<file path="src/rtl/complex_issue_sched_pkg.sv">
// Shared definitions for the issue schedulers: FSM state encoding and default widths.
package complex_issue_sched_pkg;

  localparam int ROB_W_DEF = 4;

  typedef enum logic [1:0] {
    ST_IDLE = 2'd0,
    ST_EXEC = 2'd1,
    ST_WB   = 2'd2
  } sched_state_e;

endpackage

</file>
<file path="src/rtl/complex_issue_sched_age_arb2.sv">
// Two-entry age arbiter: tracks which RS entry is newer and grants the older
// candidate when both compete.
module age_arb2
  import complex_issue_sched_pkg::*;
(
  input  logic clk,
  input  logic rst_n,
  input  logic cand0_i,
  input  logic cand1_i,
  input  logic issue_en_i,
  input  logic alloc0_i,
  input  logic alloc1_i,
  output logic grant0_o,
  output logic grant1_o,
  output logic selector_o
);

  logic selector_q;
  logic selector_d;

  // A simultaneous alloc of both entries treats entry 0 as older.
  always_comb begin
    selector_d = selector_q;
    if (alloc1_i) begin
      selector_d = 1'b1;
    end else if (alloc0_i) begin
      selector_d = 1'b0;
    end
  end

  always_ff @(posedge clk or negedge rst_n) begin
    if (!rst_n) begin
      selector_q <= 1'b0;
    end else begin
      selector_q <= selector_d;
    end
  end

  always_comb begin
    grant0_o = 1'b0;
    grant1_o = 1'b0;
    if (issue_en_i) begin
      if (cand0_i && cand1_i) begin
        grant0_o = selector_q;
        grant1_o = ~selector_q;
      end else begin
        grant0_o = cand0_i;
        grant1_o = cand1_i;
      end
    end
  end

  assign selector_o = selector_q;

endmodule

</file>
<file path="src/rtl/complex_issue_sched.sv">
// Complex-unit issue scheduler: age-ordered grant, in-flight tracking for
// single/multi-cycle ops, and a registered writeback handshake to the ROB.
module complex_issue_sched
  import complex_issue_sched_pkg::*;
#(
  parameter int MC_LAT = 4,
  parameter int ROB_W  = ROB_W_DEF
) (
  input  logic             clk,
  input  logic             rst_n,
  input  logic             flush,
  input  logic             rs0_valid,
  input  logic             rs1_valid,
  input  logic             rs0_ready,
  input  logic             rs1_ready,
  input  logic             rs0_mc,
  input  logic             rs1_mc,
  input  logic [ROB_W-1:0] rs0_rob,
  input  logic [ROB_W-1:0] rs1_rob,
  input  logic             alloc0,
  input  logic             alloc1,
  input  logic             wb_ready,
  output logic             issue0,
  output logic             issue1,
  output logic             ex_sel,
  output logic             selector,
  output logic             busy,
  output logic             wb_valid,
  output logic [ROB_W-1:0] wb_rob
);

  localparam int CNT_W = $clog2(MC_LAT);

  sched_state_e     state_q, state_d;
  logic [CNT_W-1:0] cnt_q, cnt_d;
  logic [ROB_W-1:0] wb_rob_q, wb_rob_d;
  logic             ex_sel_q;
  logic             issue_en;
  logic             grant;
  logic             grant_mc;
  logic [ROB_W-1:0] grant_rob;

  // Gating with rst_n keeps grants quiet while reset is held.
  assign issue_en = rst_n & ~flush &
                    ((state_q == ST_IDLE) | ((state_q == ST_WB) & wb_ready));

  age_arb2 u_arb (
    .clk        (clk),
    .rst_n      (rst_n),
    .cand0_i    (rs0_valid & rs0_ready),
    .cand1_i    (rs1_valid & rs1_ready),
    .issue_en_i (issue_en),
    .alloc0_i   (alloc0),
    .alloc1_i   (alloc1),
    .grant0_o   (issue0),
    .grant1_o   (issue1),
    .selector_o (selector)
  );

  assign grant     = issue0 | issue1;
  assign grant_mc  = issue1 ? rs1_mc : rs0_mc;
  assign grant_rob = issue1 ? rs1_rob : rs0_rob;
  assign ex_sel    = issue1 ? 1'b1 : (issue0 ? 1'b0 : ex_sel_q);

  always_comb begin
    state_d  = state_q;
    cnt_d    = cnt_q;
    wb_rob_d = wb_rob_q;
    if (flush) begin
      state_d = ST_IDLE;
      cnt_d   = '0;
    end else begin
      unique case (state_q)
        ST_EXEC: begin
          if (cnt_q == CNT_W'(1)) begin
            state_d = ST_WB;
            cnt_d   = '0;
          end else begin
            cnt_d = cnt_q - CNT_W'(1);
          end
        end
        ST_WB: begin
          if (wb_ready) begin
            state_d = ST_IDLE;
          end
        end
        default: ;
      endcase
      // A grant only happens from IDLE or an accepted WB, so it overrides both.
      if (grant) begin
        wb_rob_d = grant_rob;
        if (grant_mc) begin
          state_d = ST_EXEC;
          cnt_d   = CNT_W'(MC_LAT - 1);
        end else begin
          state_d = ST_WB;
        end
      end
    end
  end

  always_ff @(posedge clk or negedge rst_n) begin
    if (!rst_n) begin
      state_q  <= ST_IDLE;
      cnt_q    <= '0;
      wb_rob_q <= '0;
      ex_sel_q <= 1'b0;
    end else begin
      state_q  <= state_d;
      cnt_q    <= cnt_d;
      wb_rob_q <= wb_rob_d;
      ex_sel_q <= ex_sel;
    end
  end

  assign busy     = (state_q != ST_IDLE);
  assign wb_valid = (state_q == ST_WB);
  assign wb_rob   = wb_rob_q;

endmodule

</file>
<file path="config.mk">
export PLATFORM = sky130hd
export DESIGN_NAME = complex_issue_sched
export DESIGN_NICKNAME = d
export VERILOG_FILES = /design/src/rtl/complex_issue_sched_pkg.sv /design/src/rtl/complex_issue_sched_age_arb2.sv /design/src/rtl/complex_issue_sched.sv
export SDC_FILE = /design/constraint.sdc
export NUM_CORES = 1
export LEC_CHECK = 0
export BUFFER_PORTS_ARGS = -buffer_cell sky130_fd_sc_hd__clkbuf_2
export CAP_MARGIN = 15
export CORE_UTILIZATION = 43
export CTS_BUF_LIST = sky130_fd_sc_hd__clkbuf_16
export DETAILED_ROUTE_END_ITERATION = 10
export PLACE_DENSITY = 0.76
export SYNTH_ARGS = -nofsm -noshare
export SYNTH_HDL_FRONTEND = slang
export SYNTH_SLANG_ARGS = --single-unit
</file>
<file path="constraint.sdc">
create_clock -name clk -period 1.5 [get_ports clk]
set_input_delay 0.075 -clock clk [delete_from_list [all_inputs] [get_ports clk]]
set_output_delay 0.075 -clock clk [all_outputs]
set_load 0.03 [all_outputs]
</file>
==> Word level (Yosys, flattened, before mapping) <==
Index checks and enable logic that the tools add are counted.
{ "classes": {"n_addsub": 1, "eq_ne": 5, "n_mux": 21, "bitwise_logic": 9, "n_reduce_logical": 7} }
{ "op_table": {"columns": ["op", "count"], "rows": [
  ["2-to-1 mux 2 bit", 10],
  ["2-to-1 mux 1 bit", 9],
  ["AND 1 bit", 5],
  ["equality test 2 x 1 -> 1 bit (second input constant)", 2],
  ["2-to-1 mux 4 bit", 1],
  ["!= test 4 x 3 -> 1 bit (second input constant)", 1],
  ["!= test 4 bit (second input constant)", 1],
  ["case mux 2 bit (2 select lines)", 1],
  ["nonzero test 2 bit", 2],
  ["nonzero test 4 bit", 1],
  ["AND reduction 3 bit", 1],
  ["equality test 2 bit (second input constant)", 1],
  ["zero test 2 bit", 1],
  ["NOT 1 bit", 2],
  ["OR 1 bit", 2],
  ["AND reduction 2 bit", 1],
  ["subtractor 2 x 1 -> 2 bit (second input constant)", 1],
  ["logical AND 1 bit", 1]
]} }
{ "totals": {"ff_bits": 10, "out_inout_bits": 10} }

==> Logic depth before layout (Yosys ltp) <==
Gate-level depths: netlist of run 1.
{ "logic_depth": {"word_depth": 9, "depth_mapped": 5} }

==> Hierarchy <==
A second synthesis of run 1 with hierarchy kept.
{ "hier_totals": {"hier_cells": 61, "hier_area_um2": 605.6} }
{ "modules_own_cells": {"columns": ["mod", "instances", "cells_per_inst", "area_per_inst_um2", "seq_area_each_um2"], "rows": [
  ["complex_issue_sched", 1, 54, 548.0, 225.2],
  ["age_arb2", 1, 7, 57.6, 25.0]
]} }

==> Worst setup path after synthesis of run 1 <==
No wires, ideal clock.
{ "synth_path": {"path_kind": "register to register", "from": "register state_q[0]", "to": "register ex_sel_q", "setup_ns": 0.172, "arrival_ns": 1.212, "path_slack_ns": 0.117, "stages_incl_launch_ff": 4, "path_buffers": 0, "cell_sequence": "dfrtp_1 > nor3b_2 > nand4_2 > a21bo_1"} }
{ "synth_between": {"elab_chain_cells": 7, "word_cells_on_any_way": 9, "classes_between": "eq/ne: 1; mux: 4; bitwise: 3; reduce/logical: 1"} }
{ "synth_rtl": {"columns": ["element", "line", "rtl"], "rows": [
  ["start: declaration", "complex_issue_sched.sv:34", "sched_state_e state_q, state_d;"],
  ["start signal: assignment", "complex_issue_sched.sv:109", "state_q <= state_d;"],
  ["equality test 2 bit", "complex_issue_sched.sv:45", "((state_q == ST_IDLE) | ((state_q == ST_WB) & wb_ready));"],
  ["AND 1 bit", "complex_issue_sched.sv:45", null],
  ["OR 1 bit *", "complex_issue_sched.sv:45", null],
  ["AND 1 bit *", "complex_issue_sched.sv:44", "assign issue_en = rst_n & ~flush &"],
  ["2-to-1 mux 1 bit", "complex_issue_sched_age_arb2.sv:42", "if (issue_en_i) begin"],
  ["2-to-1 mux 1 bit", "complex_issue_sched.sv:63", "assign ex_sel = issue1 ? 1'b1 : (issue0 ? 1'b0 : ex_sel_q);"],
  ["2-to-1 mux 1 bit *", "complex_issue_sched.sv:63", null],
  ["named net ex_sel", "complex_issue_sched.sv:25", "output logic ex_sel,"],
  ["end signal: assignment", "complex_issue_sched.sv:112", "ex_sel_q <= ex_sel;"],
  ["end: declaration", "complex_issue_sched.sv:37", "logic ex_sel_q;"]
]} }
Mark *: on every way through the listed nets, which the timed path passes. The rest lies on a longest branch.
A chain may end at the register's enable or synchronous reset.

==> Final worst setup path of run 1 <==
{ "layout_path": {"from": "register state_q[0]", "to": "output issue0"} }
{ "layout_between": {"elab_chain_cells": 5, "word_cells_on_any_way": 6, "classes_between": "eq/ne: 1; mux: 1; bitwise: 3; reduce/logical: 1"} }
{ "layout_rtl": {"columns": ["element", "line", "rtl"], "rows": [
  ["equality test 2 bit", "complex_issue_sched.sv:45", null],
  ["AND 1 bit", "complex_issue_sched.sv:45", null],
  ["OR 1 bit *", "complex_issue_sched.sv:45", null],
  ["AND 1 bit *", "complex_issue_sched.sv:44", null],
  ["2-to-1 mux 1 bit *", "complex_issue_sched_age_arb2.sv:42", null],
  ["end: declaration", "complex_issue_sched.sv:23", "output logic issue0,"]
]} }
Mark *: on every way between the ends. The rest lies on a longest branch, timed or not.

==> results of run 1 <==
-- sequential cells by signal, indices dropped and copies added, names as in the netlist --
name	cells
cnt_q	2
state_q	2
wb_rob	4
u_arb.selector_o	1
ex_sel_q	1
-- area by class of cell --
class                      instances  area [µm²]
inverter                          12        47.5
multi-input combinational         40         332
timing repair buffer              37         240
clock buffer                       3        75.1
fill                              95         333
clock inverter                     1        3.75
sequential                        10         251
tap                               15        18.8
-- power breakdown --
| group | internal (mW) | leakage, nW | total, mW | switching [mW] |
|---|---|---|---|---|
| clock network | 0.350 | 0.0385 | 0.479 | 0.129 |
| registers | 0.315 | 0.125 | 0.345 | 0.0298 |
| logic | 0.141 | 0.343 | 0.325 | 0.184 |
-- metal layers --
layer | GRT usage (%) | vias up | wire length, µm | part of all wire (%)
met5 | 0 | - | 0 | 0
met4 | 18.1 | 0 | 43 | 2.6
met3 | 5.11 | 4 | 103 | 6.1
met2 | 38.1 | 27 | 829 | 49
met1 | 31.0 | 293 | 706 | 42
li1 | - | 309 | - | -
-- synth_stat cells (2+ instances only) --
master and number:
sky130_fd_sc_hd__inv_1 12, sky130_fd_sc_hd__a22oi_1 2, sky130_fd_sc_hd__nand4_2 2, sky130_fd_sc_hd__and3_1 2, sky130_fd_sc_hd__nand3b_1 2, sky130_fd_sc_hd__o31ai_1 4
sky130_fd_sc_hd__a21o_1 2, sky130_fd_sc_hd__mux2i_1 2, sky130_fd_sc_hd__o221ai_1 5, sky130_fd_sc_hd__dfrtp_1 10, sky130_fd_sc_hd__and2_1 2, sky130_fd_sc_hd__nand2b_1 2
sky130_fd_sc_hd__o22ai_1 2
-- kinds of logic after synthesis --
logic type | Yosys count
and+or+nand+nor | 19
AOI/OAI and AO/OA | 18
buffers and inverters | 12
DFF | 10
muxes | 2
adders and majority gates | 1
-- what timing repair did --
item                       4_1_cts  5_1_grt
setup buffers                    2        2
gates resized for setup          8        7
setup endpoints to repair        3        4
hold buffers                     1        0
pin swaps                        4        2
hold endpoints to repair        10        0
-- stage by stage --
step	total power, mW	utilization [%]	area [µm²]
floorplan	0.522	-	608
finish	1.15	74.4	968
global route	1.19	74.4	968
detailed placement	0.622	61.1	795
CTS	1.13	71.6	932
global placement	0.617	61.1	795
-- path summary, 6_finish.rpt --
kind                                  from                to  slack, ps
worst max-delay path            state_q[0]            issue0        -50
worst min-delay path                alloc1  u_arb.selector_o         20
worst max register to register  state_q[0]         wb_rob[2]         40
worst min register to register    ex_sel_q          ex_sel_q        520
max in group asynchronous            rst_n        state_q[0]        850
min in group asynchronous            rst_n          ex_sel_q        260
-- critical path, cell delays in order (launching register included) --
cell,delay [ps]
sky130_fd_sc_hd__dfrtp_2,430
sky130_fd_sc_hd__nor3b_4,270
sky130_fd_sc_hd__nand4_2,150
sky130_fd_sc_hd__buf_4,160
sky130_fd_sc_hd__inv_1,60
sky130_fd_sc_hd__clkbuf_8,150
==> impl_results.html, run 1 <==
<table>
<tr><th>Metric</th><th>Value</th></tr>
<tr><th colspan="2">Yosys</th></tr>
<tr><td>Count of flip-flops with a built-in enable after synthesis</td><td>0</td></tr>
<tr><td>Area fraction in compound gates after synthesis</td><td>between 20% and 30%</td></tr>
<tr><td>Total of warnings raised by yosys</td><td>0</td></tr>
<tr><td>Post-synth top area cell</td><td>sky130_fd_sc_hd__dfrtp_1</td></tr>
<tr><td>Xor/xnor share of the synthesized area</td><td>0%</td></tr>
<tr><td>Async set-reset flop share out of synthesis</td><td>100%</td></tr>
<tr><td>Register bit total from synthesis</td><td>10</td></tr>
<tr><td>Largest family of logic cells by synthesized area</td><td>simple AND/OR/NAND/NOR gates</td></tr>
<tr><td>Share of the synthesized area in the top cell type</td><td>41.2%</td></tr>
<tr><td>Cell Area, Synth</td><td>slightly above 600 µm²</td></tr>
<tr><td>Leading post-synthesis cells by cell area</td><td>sky130_fd_sc_hd__dfrtp_1 41%, sky130_fd_sc_hd__inv_1 7.4%, sky130_fd_sc_hd__o221ai_1 7.2%</td></tr>
<tr><td>Share of the yosys chip area belonging to registers</td><td>~41%</td></tr>
<tr><td>Post-synthesis mux area share</td><td>3.29%</td></tr>
<tr><td>Arithmetic-cell share of the synthesized area counting full adders, half adders and majority gates</td><td>just over 2%</td></tr>
<tr><td>Simple-gate area share of the yosys netlist</td><td>between 20% and 30%</td></tr>
<tr><td>Cell variety after synth</td><td>26</td></tr>
<tr><td>Avg Inst Size Synth</td><td>approximately 9.8 µm²</td></tr>
<tr><td>Post-synthesis cell count</td><td>62</td></tr>
<tr><td>Predominant post-synthesis flop cell</td><td>sky130_fd_sc_hd__dfrtp_1</td></tr>
<tr><td>Total nets after synthesis</td><td>slightly above 80</td></tr>
<tr><th colspan="2">Floorplanning</th></tr>
<tr><td>IO Pins</td><td>30</td></tr>
<tr><td>Die W</td><td>around 40 µm</td></tr>
<tr><td>Die ar.</td><td>1570 µm²</td></tr>
<tr><td>Number of cell rows</td><td>13</td></tr>
<tr><td>Initial Util</td><td>between 40% and 50%</td></tr>
<tr><td>Core area</td><td>about 1300 µm²</td></tr>
<tr><td>Die outline height</td><td>39.6 µm</td></tr>
<tr><th colspan="2">Detailed routing</th></tr>
<tr><td>Drt drc</td><td>0</td></tr>
<tr><td>Via count</td><td>between 600 and 700</td></tr>
<tr><td>1st-iter DRT viols</td><td>7</td></tr>
<tr><td>Number of nets with antenna violations after detailed routing</td><td>0</td></tr>
<tr><td>WL/cell</td><td>between 10 and 15 µm</td></tr>
<tr><td>Detailed-route wire length</td><td>around 1700 µm</td></tr>
<tr><td>Vias per inst</td><td>approximately 5.4</td></tr>
<tr><td>DR pass1 iterations</td><td>4</td></tr>
<tr><th colspan="2">Timing</th></tr>
<tr><td>Setup repair after global routing missed its margin</td><td>yes</td></tr>
<tr><td>Fin Clk Skew</td><td>4.58 ps</td></tr>
<tr><td>TNS Setup</td><td>-82.4 ps</td></tr>
<tr><td>Max-slew headroom at the worst pin</td><td>71.1%</td></tr>
<tr><td>Transition at the pin with the smallest max-transition slack</td><td>between 400 and 500 ps</td></tr>
<tr><td>Time the final worst path needs with I/O delays and setup</td><td>between 1500 and 2000 ps</td></tr>
<tr><td>Fmax</td><td>between 600 and 700 MHz</td></tr>
<tr><td>Final Max Tran Viols</td><td>0</td></tr>
<tr><td>Number of setup violations in the final report</td><td>2</td></tr>
<tr><td>Period utilization</td><td>103%</td></tr>
<tr><td>Min Hold Slack</td><td>15.3 ps</td></tr>
<tr><td>Worst-case setup margin in the final layout</td><td>-45.4 ps</td></tr>
<tr><td>Final hold vios</td><td>0</td></tr>
<tr><th colspan="2">Clocking</th></tr>
<tr><td>Clock transition at the registers of the reported paths</td><td>about 40 ps</td></tr>
<tr><td>Htree depth</td><td>1</td></tr>
<tr><td>CTS tree</td><td>yes</td></tr>
<tr><td>Total clock sinks</td><td>10</td></tr>
<tr><td>Insertion delay to the later sink of the worst-skew pair</td><td>240 ps</td></tr>
<tr><td>TritonCTS Buffers</td><td>3</td></tr>
<tr><td>Clock Tree Buf Depth</td><td>2</td></tr>
<tr><td>Clock Tree Root</td><td>sky130_fd_sc_hd__clkbuf_16</td></tr>
<tr><th colspan="2">Place</th></tr>
<tr><td>Pre-CTS setup slack</td><td>~94 ps</td></tr>
<tr><td>RD Place Congestion</td><td>0.726</td></tr>
<tr><td>Detailed placement HPWL</td><td>approximately 1100 µm</td></tr>
<tr><td>Count of buffers from port buffering</td><td>29</td></tr>
<tr><td>Number of placed instances, taps included</td><td>~110</td></tr>
<tr><th colspan="2">Worst setup path</th></tr>
<tr><td>Critical Path Start Type</td><td>register</td></tr>
<tr><td>Worst endpoint data arrival time</td><td>1470 ps</td></tr>
<tr><td>Required time of the worst setup path</td><td>around 1400 ps</td></tr>
<tr><td>Worst Path Class, Setup</td><td>register to output port</td></tr>
<tr><td>Crit path capture type</td><td>output port</td></tr>
<tr><td>Largest driver fanout on the critical path</td><td>4</td></tr>
<tr><td>Cell count of the worst reg-to-reg path</td><td>3</td></tr>
<tr><th colspan="2">Global route</th></tr>
<tr><td>Final global-route overflow total</td><td>0</td></tr>
<tr><td>Maximum number of pins on one net before global-route repair</td><td>8</td></tr>
<tr><td>Overall Global Routing Usage</td><td>approximately a quarter</td></tr>
<tr><td>Number of global-route vias before repair</td><td>just under 600</td></tr>
<tr><td>Global-route wire length before repair</td><td>approximately 2500 µm</td></tr>
<tr><td>Initial antenna violation count</td><td>0</td></tr>
<tr><th colspan="2">Status</th></tr>
<tr><td>Run status</td><td>finished, violations left</td></tr>
<tr><td>Failing checks</td><td>setup timing</td></tr>
<tr><th colspan="2">Finish</th></tr>
<tr><td>Fraction of layout instances using a drive strength above 1</td><td>48.5%</td></tr>
<tr><td>Nets</td><td>around 130</td></tr>
<tr><td>Synthesis-to-layout area growth</td><td>59.3%</td></tr>
<tr><td>Most frequent cells in the layout</td><td>26 x sky130_fd_sc_hd__clkbuf_2, 11 x sky130_fd_sc_hd__inv_1, 9 x sky130_fd_sc_hd__dfrtp_1</td></tr>
<tr><td>Antenna diodes</td><td>0</td></tr>
<tr><td>Final cell count without fillers</td><td>118</td></tr>
<tr><td>Most frequent standard cell in the layout excluding fill and tap cells</td><td>sky130_fd_sc_hd__clkbuf_2</td></tr>
<tr><th colspan="2">Worst hold path</th></tr>
<tr><td>Worst min-delay path class</td><td>input port to register</td></tr>
<tr><td>Worst Hold Path Cells</td><td>2</td></tr>
<tr><th colspan="2">Flow run</th></tr>
<tr><td>Max-cap viol count</td><td>0</td></tr>
<tr><th colspan="2">Power</th></tr>
<tr><td>Static Leakage</td><td>about 0.51 nW</td></tr>
<tr><td>Peak VDD IR</td><td>between 0.8 and 0.9 mV</td></tr>
<tr><td>Power Density</td><td>1190 nW/µm²</td></tr>
</table>
Power figures use the tool's default switching activity.
==> run 2: changes to the inputs <==
==> constraint.sdc (replaced) <==
create_clock -name clk -period 1.5 [get_ports clk]
set_input_delay 0.15 -clock clk [delete_from_list [all_inputs] [get_ports clk]]
set_output_delay 0.15 -clock clk [all_outputs]
set_load 0.03 [all_outputs]
==> run 2 against run 1 <==
The run still ends with setup timing left. Critical path depth down 1. Fmax down 3.0%. Via count up 5.4%. Register-to-register slack worse by 80 ps. Critical endpoint is now ex_sel.
==> impl_results.html, run 2 (synthesized netlist as in run 1, its figures left out) <==
<table>
<tr><th>Metric</th><th>Value</th></tr>
<tr><th colspan="2">Status</th></tr>
<tr><td>Run status</td><td>finished, violations left</td></tr>
<tr><td>Failing checks</td><td>setup timing</td></tr>
<tr><th colspan="2">Flow run</th></tr>
<tr><td>Max-cap viol count</td><td>0 (unchanged)</td></tr>
<tr><th colspan="2">Floorplanning</th></tr>
<tr><td>Die W</td><td>39.6 µm (unchanged)</td></tr>
<tr><td>IO Pins</td><td>30 (unchanged)</td></tr>
<tr><td>Die ar.</td><td>1570 µm² (unchanged)</td></tr>
<tr><td>Initial Util</td><td>46.7% (unchanged)</td></tr>
<tr><td>Die outline height</td><td>39.6 µm (unchanged)</td></tr>
<tr><td>Number of cell rows</td><td>13 (unchanged)</td></tr>
<tr><td>Core area</td><td>1300 µm² (unchanged)</td></tr>
<tr><th colspan="2">Worst setup path</th></tr>
<tr><td>Slowest-stage cell, CP</td><td>sky130_fd_sc_hd__dfrtp_1</td></tr>
<tr><td>Worst endpoint data arrival time</td><td>1440 ps (-30 ps)</td></tr>
<tr><td>Cells along the critical path</td><td>nor3b_4 -&gt; nand4_2 -&gt; a21bo_1 -&gt; buf_8</td></tr>
<tr><td>Crit path capture type</td><td>output port</td></tr>
<tr><td>Largest driver fanout on the critical path</td><td>3 (-1)</td></tr>
<tr><td>Required time of the worst setup path</td><td>1350 ps (-70 ps)</td></tr>
<tr><td>Largest delay share family, worst path</td><td>simple AND/OR/NAND/NOR gates</td></tr>
<tr><td>Largest incremental delay on the critical path</td><td>400 ps (-30 ps)</td></tr>
<tr><td>Minimum setup slack among reg-to-reg paths</td><td>-40 ps (-80 ps)</td></tr>
<tr><td>Buf/Inv on CP</td><td>1 (-2)</td></tr>
<tr><td>Critical Path Start Type</td><td>register</td></tr>
<tr><td>Worst Path Class, Setup</td><td>register to output port</td></tr>
<tr><th colspan="2">Global route</th></tr>
<tr><td>Overall Global Routing Usage</td><td>28.2% (+3.0 points)</td></tr>
<tr><td>Final global-route overflow total</td><td>0 (unchanged)</td></tr>
<tr><td>Initial antenna violation count</td><td>0 (unchanged)</td></tr>
<tr><td>Global-route wire length before repair</td><td>2690 µm (+8.1%)</td></tr>
<tr><td>Number of global-route vias before repair</td><td>597 (+2.2%)</td></tr>
<tr><td>Maximum number of pins on one net before global-route repair</td><td>8 (unchanged)</td></tr>
<tr><th colspan="2">Detailed routing</th></tr>
<tr><td>DR pass1 iterations</td><td>4 (unchanged)</td></tr>
<tr><td>Detailed-route wire length</td><td>2130 µm (+27%)</td></tr>
<tr><td>Drt drc</td><td>0 (unchanged)</td></tr>
<tr><td>Vias per inst</td><td>5.75 (+7.2%)</td></tr>
<tr><td>1st-iter DRT viols</td><td>15 (+8)</td></tr>
<tr><td>Number of nets with antenna violations after detailed routing</td><td>0 (unchanged)</td></tr>
<tr><td>WL/cell</td><td>18.4 µm (+29%)</td></tr>
<tr><td>Via count</td><td>667 (+5.4%)</td></tr>
<tr><th colspan="2">Power</th></tr>
<tr><td>Total power</td><td>1.19 mW (+3.4%)</td></tr>
<tr><td>Peak VDD IR</td><td>0.970 mV (+12%)</td></tr>
<tr><td>Static Leakage</td><td>0.515 nW (+1.6%)</td></tr>
<tr><td>Power Density</td><td>1180 nW/µm² (-0.84%)</td></tr>
<tr><th colspan="2">Timing</th></tr>
<tr><td>Final hold vios</td><td>0 (unchanged)</td></tr>
<tr><td>Final Max Tran Viols</td><td>0 (unchanged)</td></tr>
<tr><td>Worst-case setup margin in the final layout</td><td>-93.1 ps (-47.7 ps)</td></tr>
<tr><td>Fin Clk Skew</td><td>3.09 ps (-1.50 ps)</td></tr>
<tr><td>Min Hold Slack</td><td>98.9 ps (+83.6 ps)</td></tr>
<tr><td>Fmax</td><td>628 MHz (-3.0%)</td></tr>
<tr><td>Max-slew headroom at the worst pin</td><td>48.6% (-23 points)</td></tr>
<tr><td>Number of setup violations in the final report</td><td>5 (+3)</td></tr>
<tr><td>Period utilization</td><td>106% (+3.2 points)</td></tr>
<tr><td>Time the final worst path needs with I/O delays and setup</td><td>1590 ps (+47.7 ps)</td></tr>
<tr><td>TNS Setup</td><td>-272 ps (-189 ps)</td></tr>
<tr><td>Transition at the pin with the smallest max-transition slack</td><td>771 ps (+338 ps)</td></tr>
<tr><td>Setup repair after global routing missed its margin</td><td>yes</td></tr>
<tr><th colspan="2">Finish</th></tr>
<tr><td>Synthesis-to-layout area growth</td><td>66.0%</td></tr>
<tr><td>Antenna diodes</td><td>0 (unchanged)</td></tr>
<tr><td>Fraction of layout instances using a drive strength above 1</td><td>51.5% (+2.9 points)</td></tr>
<tr><td>Most frequent standard cell in the layout excluding fill and tap cells</td><td>sky130_fd_sc_hd__clkbuf_2</td></tr>
<tr><td>Nets</td><td>124 (-0.80%)</td></tr>
<tr><td>Most frequent cells in the layout</td><td>25 x sky130_fd_sc_hd__clkbuf_2, 11 x sky130_fd_sc_hd__inv_1, 10 x sky130_fd_sc_hd__dfrtp_1</td></tr>
<tr><td>Final standard cell area without fillers</td><td>1010 µm² (+4.3%)</td></tr>
<tr><td>Flip-flop count of the largest register, all copies and words added</td><td>4 (unchanged)</td></tr>
<tr><th colspan="2">Clocking</th></tr>
<tr><td>Total clock sinks</td><td>10 (unchanged)</td></tr>
<tr><td>Clock Tree Buf Depth</td><td>2 (unchanged)</td></tr>
<tr><td>Clock Tree Root</td><td>sky130_fd_sc_hd__clkbuf_16</td></tr>
<tr><td>Clock transition at the registers of the reported paths</td><td>40 ps (about the same)</td></tr>
<tr><td>CTS tree</td><td>yes</td></tr>
<tr><td>Insertion delay to the later sink of the worst-skew pair</td><td>240 ps (about the same)</td></tr>
<tr><td>Htree depth</td><td>1 (unchanged)</td></tr>
<tr><td>TritonCTS Buffers</td><td>3 (unchanged)</td></tr>
<tr><th colspan="2">Place</th></tr>
<tr><td>Detailed placement HPWL</td><td>1270 µm (+18%)</td></tr>
<tr><td>Count of buffers from port buffering</td><td>29 (unchanged)</td></tr>
<tr><td>Cell area reported after detailed placement</td><td>802 µm² (+0.94%)</td></tr>
<tr><td>RD Place Congestion</td><td>0.836 (+15%)</td></tr>
<tr><th colspan="2">Worst hold path</th></tr>
<tr><td>Worst min-delay path class</td><td>input port to register</td></tr>
</table>
## run 2: final cells by class
| class | count | area (µm²) |
|---|---|---|
| fillers | 87 | 292 |
| clock buffers | 3 | 75.1 |
| repair buffers | 36 | 246 |
| inverters | 12 | 47.5 |
| well taps | 15 | 18.8 |
| flip-flops and latches | 10 | 250 |
| multi-input cells | 40 | 372 |
## run 2: final timing paths
path,cells past startpoint,startpoint,to
max in group asynchronous,3,rst_n,state_q[0]
min reg2reg,1,ex_sel_q,ex_sel_q
max,4,state_q[0],ex_sel
min,2,alloc1,u_arb.selector_o
max reg2reg,4,state_q[0],wb_rob[2]
min in group asynchronous,2,rst_n,cnt_q[1]
## run 2: repair_timing
| item | CTS | global route |
|---|---|---|
| hold buffers | 1 | 0 |
| setup endpoints to repair | 3 | 8 |
| hold endpoints to repair | 10 | 0 |
| resized for setup | 10 | 15 |
| pin swaps | 4 | 2 |
| setup buffers | 1 | 1 |
## run 2: through the flow
stage	std cells	util, %	setup slack (ps)
after CTS	115	72.3	-63.4
final	116	77.6	-93.1
after detailed placement	110	61.6	95.4
after global placement	110	61.6	139
after floorplan	62	-	100
after global routing	116	77.6	-141
## run 2: layer usage
layer | GRT usage (%) | wire, µm | vias up
met4 | 19.0 | 65 | 0
met3 | 5.11 | 127 | 7
met1 | 30.5 | 822 | 317
li1 | - | - | 305
met2 | 48.8 | 1120 | 38
met5 | 0 | 0 | -
## run 2: report_power, final
part	switching (mW)	internal, mW
combinational	0.207	0.158
sequential	0.0373	0.315
clock	0.124	0.346
total	0.369	0.819
==> run 3: changes to the inputs <==
Settings changed: CORE_MARGIN set to 1.5.
==> run 3 against run 2 <==
Sequential share of layout area about the same. The run still ends with setup timing left. Count of clock-buffer cells in the layout did not move. First-iteration DRC count grew 40%. Clock skew down 0.74 ps. Non-clock buffer count is 1 higher. Critical path depth stayed put. Combinational power shrank 2%.
==> impl_results.html, run 3 (synthesized netlist as in run 1, its figures left out) <==
<table>
<tr><th>Metric</th><th>Value</th></tr>
<tr><th colspan="2">Status</th></tr>
<tr><td>Run status</td><td>finished, violations left</td></tr>
<tr><td>Failing checks</td><td>setup timing</td></tr>
<tr><th colspan="2">Clocking</th></tr>
<tr><td>Total clock sinks</td><td>10 (unchanged)</td></tr>
<tr><td>Htree depth</td><td>1 (unchanged)</td></tr>
<tr><td>Clock transition at the registers of the reported paths</td><td>40 ps (about the same)</td></tr>
<tr><td>Clock Tree Buf Depth</td><td>2 (unchanged)</td></tr>
<tr><td>Insertion delay to the later sink of the worst-skew pair</td><td>240 ps (about the same)</td></tr>
<tr><td>TritonCTS Buffers</td><td>3 (unchanged)</td></tr>
<tr><td>CTS tree</td><td>yes</td></tr>
<tr><td>Clock Tree Root</td><td>sky130_fd_sc_hd__clkbuf_16</td></tr>
<tr><th colspan="2">Timing</th></tr>
<tr><td>Period utilization</td><td>108% (+1.3 points)</td></tr>
<tr><td>Time the final worst path needs with I/O delays and setup</td><td>1610 ps (+19.6 ps)</td></tr>
<tr><td>Number of setup violations in the final report</td><td>8 (+3)</td></tr>
<tr><td>Worst-case setup margin in the final layout</td><td>-113 ps (-19.6 ps)</td></tr>
<tr><td>Final Max Tran Viols</td><td>0 (unchanged)</td></tr>
<tr><td>Transition at the pin with the smallest max-transition slack</td><td>565 ps (-207 ps)</td></tr>
<tr><td>Final hold vios</td><td>0 (unchanged)</td></tr>
<tr><td>Max-slew headroom at the worst pin</td><td>62.4% (+14 points)</td></tr>
<tr><td>Setup repair after global routing missed its margin</td><td>yes</td></tr>
<tr><td>Fin Clk Skew</td><td>2.35 ps (-0.744 ps)</td></tr>
<tr><td>Fmax</td><td>620 MHz (-1.2%)</td></tr>
<tr><th colspan="2">Finish</th></tr>
<tr><td>Fill count</td><td>87 (unchanged)</td></tr>
<tr><td>Most frequent standard cell in the layout excluding fill and tap cells</td><td>sky130_fd_sc_hd__clkbuf_2</td></tr>
<tr><td>Synthesis-to-layout area growth</td><td>65.8%</td></tr>
<tr><td>Antenna diodes</td><td>0 (unchanged)</td></tr>
<tr><td>Most frequent cells in the layout</td><td>24 x sky130_fd_sc_hd__clkbuf_2, 11 x sky130_fd_sc_hd__inv_1, 10 x sky130_fd_sc_hd__dfrtp_1</td></tr>
<tr><td>Final standard cell area without fillers</td><td>1010 µm² (-0.12%)</td></tr>
<tr><td>Fraction of layout instances using a drive strength above 1</td><td>52.4% (+0.94 points)</td></tr>
<tr><td>Flip-flop count of the largest register, all copies and words added</td><td>4 (unchanged)</td></tr>
<tr><td>Nets</td><td>125 (+0.81%)</td></tr>
<tr><th colspan="2">Worst setup path</th></tr>
<tr><td>Largest driver fanout on the critical path</td><td>3 (unchanged)</td></tr>
<tr><td>Largest incremental delay on the critical path</td><td>410 ps (about the same)</td></tr>
<tr><td>Reg-to-reg startpoint</td><td>state_q[0]</td></tr>
<tr><td>Minimum setup slack among reg-to-reg paths</td><td>-60 ps (-20 ps)</td></tr>
<tr><td>R2R Path End</td><td>wb_rob[3]</td></tr>
<tr><td>Worst Path Class, Setup</td><td>register to output port</td></tr>
<tr><td>Cell count of the worst reg-to-reg path</td><td>6 (+2)</td></tr>
<tr><td>Required time of the worst setup path</td><td>1350 ps (about the same)</td></tr>
<tr><td>Slowest-stage cell, CP</td><td>sky130_fd_sc_hd__dfrtp_1</td></tr>
<tr><td>Worst endpoint data arrival time</td><td>1460 ps (+20 ps)</td></tr>
<tr><td>Critical Path Start Type</td><td>register</td></tr>
<tr><td>Crit path capture type</td><td>output port</td></tr>
<tr><td>Cells along the critical path</td><td>nor3b_4 -&gt; nand4_2 -&gt; a21bo_4 -&gt; buf_8</td></tr>
<tr><th colspan="2">Floorplanning</th></tr>
<tr><td>Core area</td><td>1320 µm² (+1.2%)</td></tr>
<tr><td>Initial Util</td><td>46.2% (-0.58 points)</td></tr>
<tr><td>Die ar.</td><td>1650 µm² (+5.1%)</td></tr>
<tr><td>Number of cell rows</td><td>13 (unchanged)</td></tr>
<tr><td>Die outline height</td><td>40.6 µm (+2.5%)</td></tr>
<tr><td>Die W</td><td>40.6 µm (+2.5%)</td></tr>
<tr><td>IO Pins</td><td>30 (unchanged)</td></tr>
<tr><th colspan="2">Global route</th></tr>
<tr><td>Initial antenna violation count</td><td>0 (unchanged)</td></tr>
<tr><td>Maximum number of pins on one net before global-route repair</td><td>8 (unchanged)</td></tr>
<tr><td>Global-route wire length before repair</td><td>2980 µm (+11%)</td></tr>
<tr><td>Overall Global Routing Usage</td><td>30.0% (+1.9 points)</td></tr>
<tr><td>Final global-route overflow total</td><td>0 (unchanged)</td></tr>
<tr><td>Number of global-route vias before repair</td><td>627 (+5.0%)</td></tr>
<tr><th colspan="2">Worst hold path</th></tr>
<tr><td>Worst Hold Path Cells</td><td>2 (unchanged)</td></tr>
<tr><td>Critical hold path startpoint</td><td>alloc1</td></tr>
<tr><td>Endpoint of the worst hold path</td><td>u_arb.selector_o</td></tr>
<tr><td>Worst min-delay path class</td><td>input port to register</td></tr>
<tr><th colspan="2">Detailed routing</th></tr>
<tr><td>Drt drc</td><td>0 (unchanged)</td></tr>
<tr><td>Via count</td><td>676 (+1.3%)</td></tr>
<tr><td>Vias per inst</td><td>5.73 (-0.37%)</td></tr>
<tr><td>1st-iter DRT viols</td><td>21 (+6)</td></tr>
<tr><td>Number of nets with antenna violations after detailed routing</td><td>0 (unchanged)</td></tr>
<tr><td>DR pass1 iterations</td><td>4 (unchanged)</td></tr>
<tr><td>Detailed-route wire length</td><td>1930 µm (-9.6%)</td></tr>
<tr><td>WL/cell</td><td>16.3 µm (-11%)</td></tr>
<tr><th colspan="2">Flow run</th></tr>
<tr><td>Max-cap viol count</td><td>0 (unchanged)</td></tr>
<tr><th colspan="2">Power</th></tr>
<tr><td>Total power</td><td>1.20 mW (+0.65%)</td></tr>
<tr><td>Peak VDD IR</td><td>0.912 mV (-6.0%)</td></tr>
<tr><td>Static Leakage</td><td>0.516 nW (+0.20%)</td></tr>
<tr><td>Power Density</td><td>1190 nW/µm² (+0.77%)</td></tr>
<tr><th colspan="2">Place</th></tr>
<tr><td>Detailed placement HPWL</td><td>1200 µm (-5.4%)</td></tr>
<tr><td>RD Place Congestion</td><td>0.757 (-9.5%)</td></tr>
<tr><td>Count of buffers from port buffering</td><td>29 (unchanged)</td></tr>
<tr><td>Cell area reported after detailed placement</td><td>802 µm² (unchanged)</td></tr>
</table>
-- run 3: cell types whose count changed in the layout (fill, tap and decap cells not counted), sizes merged --
cell / before / now
clkinv: 0 / 1
buf: 9 / 12
clkbuf: 29 / 27
-- run 3: power breakdown --
group	internal [mW]	switching [mW]
Clock	0.350	0.135
Sequential	0.315	0.0369
Combinational	0.159	0.199
-- run 3: repair_timing --
item | in CTS | in global routing
hold endpoints to repair | 10 | 0
hold buffers | 1 | 0
endpoints found under the setup margin | 3 | 10
setup buffers | 3 | 0
pin swaps | 3 | 5
gates resized for setup | 8 | 18
-- run 3: layout make-up --
| cell class | count | area (µm²) | share of cell area (%) |
|---|---|---|---|
| clock inverter | 1 | 3.75 | 0.372 |
| sequential | 10 | 250 | 24.8 |
| tap | 15 | 18.8 | 1.86 |
| inverter | 12 | 45.0 | 4.47 |
| clock buffer | 3 | 75.1 | 7.44 |
| multi-input combinational | 40 | 369 | 36.6 |
| timing repair buffer | 37 | 246 | 24.4 |
-- run 3: worst max-delay path by stage --
| stage | startpoint | slack, ps | end |
|---|---|---|---|
| floorplan | state_q[0] | 100 | ex_sel |
| global placement | state_q[0] | 100 | ex_sel |
| detailed placement | state_q[0] | 50 | ex_sel |
| CTS | state_q[0] | -100 | ex_sel |
| global route | state_q[0] | -150 | ex_sel |
| finish | state_q[0] | -110 | ex_sel |
-- run 3: critical path, delay by kind of cell, from the launching register on --
kind	cells	cell delay (ps)
buffers and inverters	1	130
flip-flops	1	410
AND/OR/NAND/NOR	2	430
AO/OA/AOI/OAI	1	240
-- run 3: metrics by stage --
step	worst slack (ps)	util (%)	TNS, ps	std cells	hold slack (ps)
after detailed placement	52.5	60.9	0	110	-11.4
after global placement	98.9	60.9	0	110	-13.8
final	-113	76.5	-444	118	91.5
after CTS	-101	72.3	-161	118	100
after floorplan	100	-	0	62	-146
after global routing	-152	76.5	-726	118	91.6
-- run 3: per-layer routing --
layer / up-vias / global-route usage, % / part of all wire, %
li1: 307 / - / -
met4: 0 / 18.3 / 2.4
met3: 5 / 12.8 / 6.9
met1: 327 / 32.8 / 37
met5: - / 0 / 0
met2: 37 / 47.6 / 53
